## config.mk

```make
export PLATFORM = sky130hd
export DESIGN_NAME = census_hamming_cost
export DESIGN_NICKNAME = d
export VERILOG_FILES = /design/src/rtl/census_hamming_cost.sv
export SDC_FILE = /design/constraint.sdc
export NUM_CORES = 2
export LEC_CHECK = 0
export ABC_AREA = 1
export ABC_CLOCK_PERIOD_IN_PS = 3600
export CORE_ASPECT_RATIO = 1.5
export CORE_MARGIN = 3
export CORE_UTILIZATION = 55
export DETAILED_ROUTE_END_ITERATION = 6
export PLACE_DENSITY = 0.82
export SYNTH_ARGS = -nofsm -noshare
export SYNTH_HDL_FRONTEND = slang
export SYNTH_SLANG_ARGS = --single-unit
```

## constraint.sdc

```tcl
create_clock -name clk -period 3.6 [get_ports clk]
set_input_delay 0.36 -clock clk [delete_from_list [all_inputs] [get_ports clk]]
set_output_delay 0.36 -clock clk [all_outputs]
set_load 0.01 [all_outputs]
```

## src/rtl/census_hamming_cost.sv

```systemverilog
// Census matching cost: per left pixel, Hamming distance to the right pixel at every
// disparity 0..DISP_RANGE-1. Two registered stages (XOR/valid, then popcount).
module census_hamming_cost #(
  parameter int CENSUS_W   = 8,
  parameter int DISP_RANGE = 64,
  parameter int COST_W     = 4
) (
  input  logic                         clk,
  input  logic                         rst_n,
  input  logic                         de_in,
  input  logic                         h_sync_in,
  input  logic                         v_sync_in,
  input  logic [CENSUS_W-1:0]          census_left,
  input  logic [CENSUS_W-1:0]          census_right,
  output logic                         clk_out,
  output logic                         de_out,
  output logic                         h_sync_out,
  output logic                         v_sync_out,
  output logic [DISP_RANGE*COST_W-1:0] cost_out
);

  localparam int COL_W = $clog2(DISP_RANGE) + 1;

  logic [CENSUS_W-1:0]          hist_q [1:DISP_RANGE-1];
  logic [CENSUS_W-1:0]          hist_d [1:DISP_RANGE-1];
  logic [COL_W-1:0]             col_q, col_d;
  logic [CENSUS_W-1:0]          x_q [DISP_RANGE];
  logic [CENSUS_W-1:0]          x_d [DISP_RANGE];
  logic [DISP_RANGE-1:0]        vld_q, vld_d;
  logic [DISP_RANGE*COST_W-1:0] cost_q, cost_d;
  // sync vectors are {v_sync, h_sync, de}
  logic [2:0]                   sync1_q, sync1_d;
  logic [2:0]                   sync2_q, sync2_d;

  function automatic logic [COST_W-1:0] popcnt(input logic [CENSUS_W-1:0] v);
    logic [COST_W-1:0] c;
    c = '0;
    for (int i = 0; i < CENSUS_W; i++) c = c + COST_W'(v[i]);
    return c;
  endfunction

  always_comb begin
    hist_d = hist_q;
    col_d  = '0;
    if (de_in) begin
      hist_d[1] = census_right;
      for (int k = 2; k < DISP_RANGE; k++) hist_d[k] = hist_q[k-1];
      col_d = (col_q == COL_W'(DISP_RANGE)) ? col_q : col_q + 1'b1;
    end
  end

  // Stale history beyond the current column is masked by vld, never cleared.
  always_comb begin
    x_d[0]   = census_left ^ census_right;
    vld_d[0] = 1'b1;
    for (int d = 1; d < DISP_RANGE; d++) begin
      x_d[d]   = census_left ^ hist_q[d];
      vld_d[d] = (col_q >= COL_W'(d));
    end
    sync1_d = {v_sync_in, h_sync_in, de_in};
  end

  always_comb begin
    cost_d = '0;
    for (int d = 0; d < DISP_RANGE; d++)
      cost_d[d*COST_W +: COST_W] = vld_q[d] ? popcnt(x_q[d]) : COST_W'(CENSUS_W);
    sync2_d = sync1_q;
  end

  always_ff @(posedge clk or negedge rst_n) begin
    if (!rst_n) begin
      for (int k = 1; k < DISP_RANGE; k++) hist_q[k] <= '0;
      for (int d = 0; d < DISP_RANGE; d++) x_q[d] <= '0;
      col_q   <= '0;
      vld_q   <= '0;
      cost_q  <= '0;
      sync1_q <= '0;
      sync2_q <= '0;
    end else begin
      hist_q  <= hist_d;
      x_q     <= x_d;
      col_q   <= col_d;
      vld_q   <= vld_d;
      cost_q  <= cost_d;
      sync1_q <= sync1_d;
      sync2_q <= sync2_d;
    end
  end

  assign clk_out    = clk;
  assign de_out     = sync2_q[0];
  assign h_sync_out = sync2_q[1];
  assign v_sync_out = sync2_q[2];
  assign cost_out   = cost_q;

endmodule

```

==> results.yml <==
logic_synthesis:
  synth.mux.area_fraction_pct: 0
  yosys.area_share.simple_pct: 13.05
  synth_top_family_by_area: "simple AND/OR/NAND/NOR gates"
  synth_xor_area_share_pct: 7.671
  synth_cell_types: 28
  synth-compound-area-share_pct: 1.475
  syn-cell-area_um2: 58460
  synth-seq-area-share_pct: 57.75
  yosys_warnings: 0
  yosys.area_share.adder_pct: 12.96
  synthCells: 5477
  yosys-top-cells-area: "dfrtp_1, nand2_1, fa_1, xor2_1, inv_1"
  synth_top_area_share_pct: 57.75
  syn_nets: 5950
  ys_ff_latch: 1349
  syn_area_per_cell_um2: 10.67
  synth_top_cell_by_area: "dfrtp_1"
timing:
  finClkSkew_ns: 0.02550
  tns_ns: 0
  max_clock_freq_mhz: 342.0
  tightest_slew_ns: 1.029
  setup_viol: 0
  fin_crit_ns: 2.924
  slew_headroom_pct: 31.41
  rsz0062_at_grt: "no"
  hold_viol: 0
  final.period_utilization_pct: 81.22
  drv_slew: 0
cells_and_area:
  fin_nets: 6242
  syn_to_final_growth_pct: 14.42
  drive_gt1_share_pct: 4.980
  final_common_cell: "nand2_1"
  final_cell_mix: "nand2_1, dfrtp_1, inv_1"
job:
  maxCapViolCount: 0
die:
  core_area_um2: 104900
  die_area_um2: 110300
  die_x_um: 272.2
  dieHeight_um: 405.3
  rows: 145
  start_util_pct: 55.75
  io_pins: 281
power:
  powerDensity_nw_per_um2: 577.2
  p_total_mw: 38.61
  vdd_drop_max_mv: 0.5805
  leakagePower_nw: 36.87
setup_path:
  arrival_ns: 3.65
  rr_worst_depth: 9
  start_kind: "register"
  r2r_start: "x_q[272]$_DFF_PN0_"
  cp.required_ns: 4.33
  worstPathMaxFanout: 2
  criticalPathCategory: "register to register"
  startpoint: "x_q[272]$_DFF_PN0_"
  crit_end: "cost_out[118]$_DFF_PN0_"
  reg2reg_to: "cost_out[118]$_DFF_PN0_"
  worstSetupEndpointType: "register"
  reg2reg_slack_ns: 0.68
placed_design:
  dpl.hpwl_um: 86950
  port-buffer-count: 280
  place_congestion: 0.8594
clock_network:
  clk_pin_slew_ns: 0.07
  post_cts_resized: 0
  tritoncts: "yes"
  clk_latency_ns: 0.84
global_route:
  grt_first_pass_wirelength_um: 211300
  grt_max_degree: 141
  antenna_found_initial: 8
  grtUsageTotal_pct: 24.61
  overflow: 0
  grt_pass1_vias: 39490
drt:
  drc: 0
  viasPerCell: 5.038
  wire_per_inst_um: 18.08
  via_count: 36590
  routed_wl_um: 131300
  dr.first_iter.drc_count: 2800
  drt_first_pass_iters: 7
  ant_nets: 0
worst_hold_path:
  min_path_cells: 2
  min_path_type: "primary input to register"
run_status:
  status: "finished, final reports clean"
## report_power, final
part,internal (mW),total [mW],switching (mW),leakage (nW)
clock,7.31,13.0,5.66,1.95
sequential,16.4,17.1,0.768,17.2
combinational,3.50,8.52,5.02,17.7
## worst max-delay path, cell delays in order (launching register included)
cell and delay (ns):
dfrtp_1 0.33, inv_1 0.06, fa_1 0.56, fa_1 0.45, fa_1 0.50, inv_1 0.05
ha_1 0.21, fa_1 0.41, o21ai_0 0.18, a21oi_1 0.06
## how the worst min path moves through the flow
stage	start	endpoint	slack, ns
after floorplan	rst_n	col_q[0]$_DFFE_PN0P_	0.06
after global placement	sync1_q[1]$_DFF_PN0_	sync2_q[1]$_DFF_PN0_	0.33
after detailed placement	sync1_q[1]$_DFF_PN0_	sync2_q[1]$_DFF_PN0_	0.34
after CTS	census_left[4]	x_q[276]$_DFF_PN0_	0.03
after global routing	census_left[4]	x_q[276]$_DFF_PN0_	0.07
final	census_left[4]	x_q[276]$_DFF_PN0_	0.08
## metrics by stage
stage          hold WS (ns)  cells  area (um2)  utilization (%)  worst slack [ns]
2_1_floorplan       0.06441   5477       58460                -            0.8951
3_3_place_gp         0.3329   7039       62880            59.96            0.7866
3_5_place_dp         0.3387   7039       62880            59.96            0.6930
4_1_cts             0.03077   7260       66880            63.78            0.6670
5_1_grt             0.06943   7263       66890            63.78            0.5313
6_report            0.08359   7264       66890            63.79            0.6759
## timing repair
item	4_1_cts	5_1_grt
hold endpoints to repair	173	0
hold buffers	4	0
setup buffers	0	0
## routing by layer
metal  wire length (um)  vias up  share of wire (%)  track usage [%]
li1                   -    16760                  -                -
met1              50540    18530                 38            29.95
met2              68690     1006                 52            43.57
met3               6266      293                4.8            3.741
met4               5839        2                4.4            10.79
met5                 12        -             0.0091                0
## cell usage after synthesis
master	count
nand2_1	1771
dfrtp_1	1349
inv_1	846
xor2_1	512
fa_1	256
ha_1	196
nand3_1	151
o21ai_0	80
buf_2	76
a21oi_1	68
clkbuf_1	47
buf_4	44
nor2_1	20
inv_2	13
o21ai_1	12
buf_1	7
nor2_2	6
o211ai_1	5
nand2_2	4
nor2_4	4
nand4_1	3
conb_1	1
inv_4	1
nand2_4	1
nand3b_1	1
nor3_1	1
o21ai_4	1
o21bai_1	1
## registers in the layout (all words and copies together) (netlist names)
name and flops:
col_q 7, cost_out 256, sync2_q 3, x_q 512, hist_q 504, sync1_q 3, vld_q 64
## cell type report
class | count | area, um2
clock buffers | 169 | 3446
clock inverters | 49 | 524.3
diodes | 4 | 10.01
repair buffers | 343 | 3611
multi-input cells | 3094 | 20560
flip-flops and latches | 1349 | 33760
well taps | 1396 | 1747
fillers | 7802 | 37970
inverters | 860 | 3238
## cell families (layout without fill, tap and decap cells)
| group | Yosys count | after routing |
|---|---|---|
| buffers and inverters | 1034 | 1421 |
| DFF | 1349 | 1349 |
| adders and majority gates | 452 | 452 |
| xor gates and xnor gates | 512 | 512 |
| other | 1 | 5 |
| AOI/OAI and AO/OA | 167 | 167 |
| and+or+nand+nor | 1962 | 1962 |
Power figures use the tool's default switching activity.
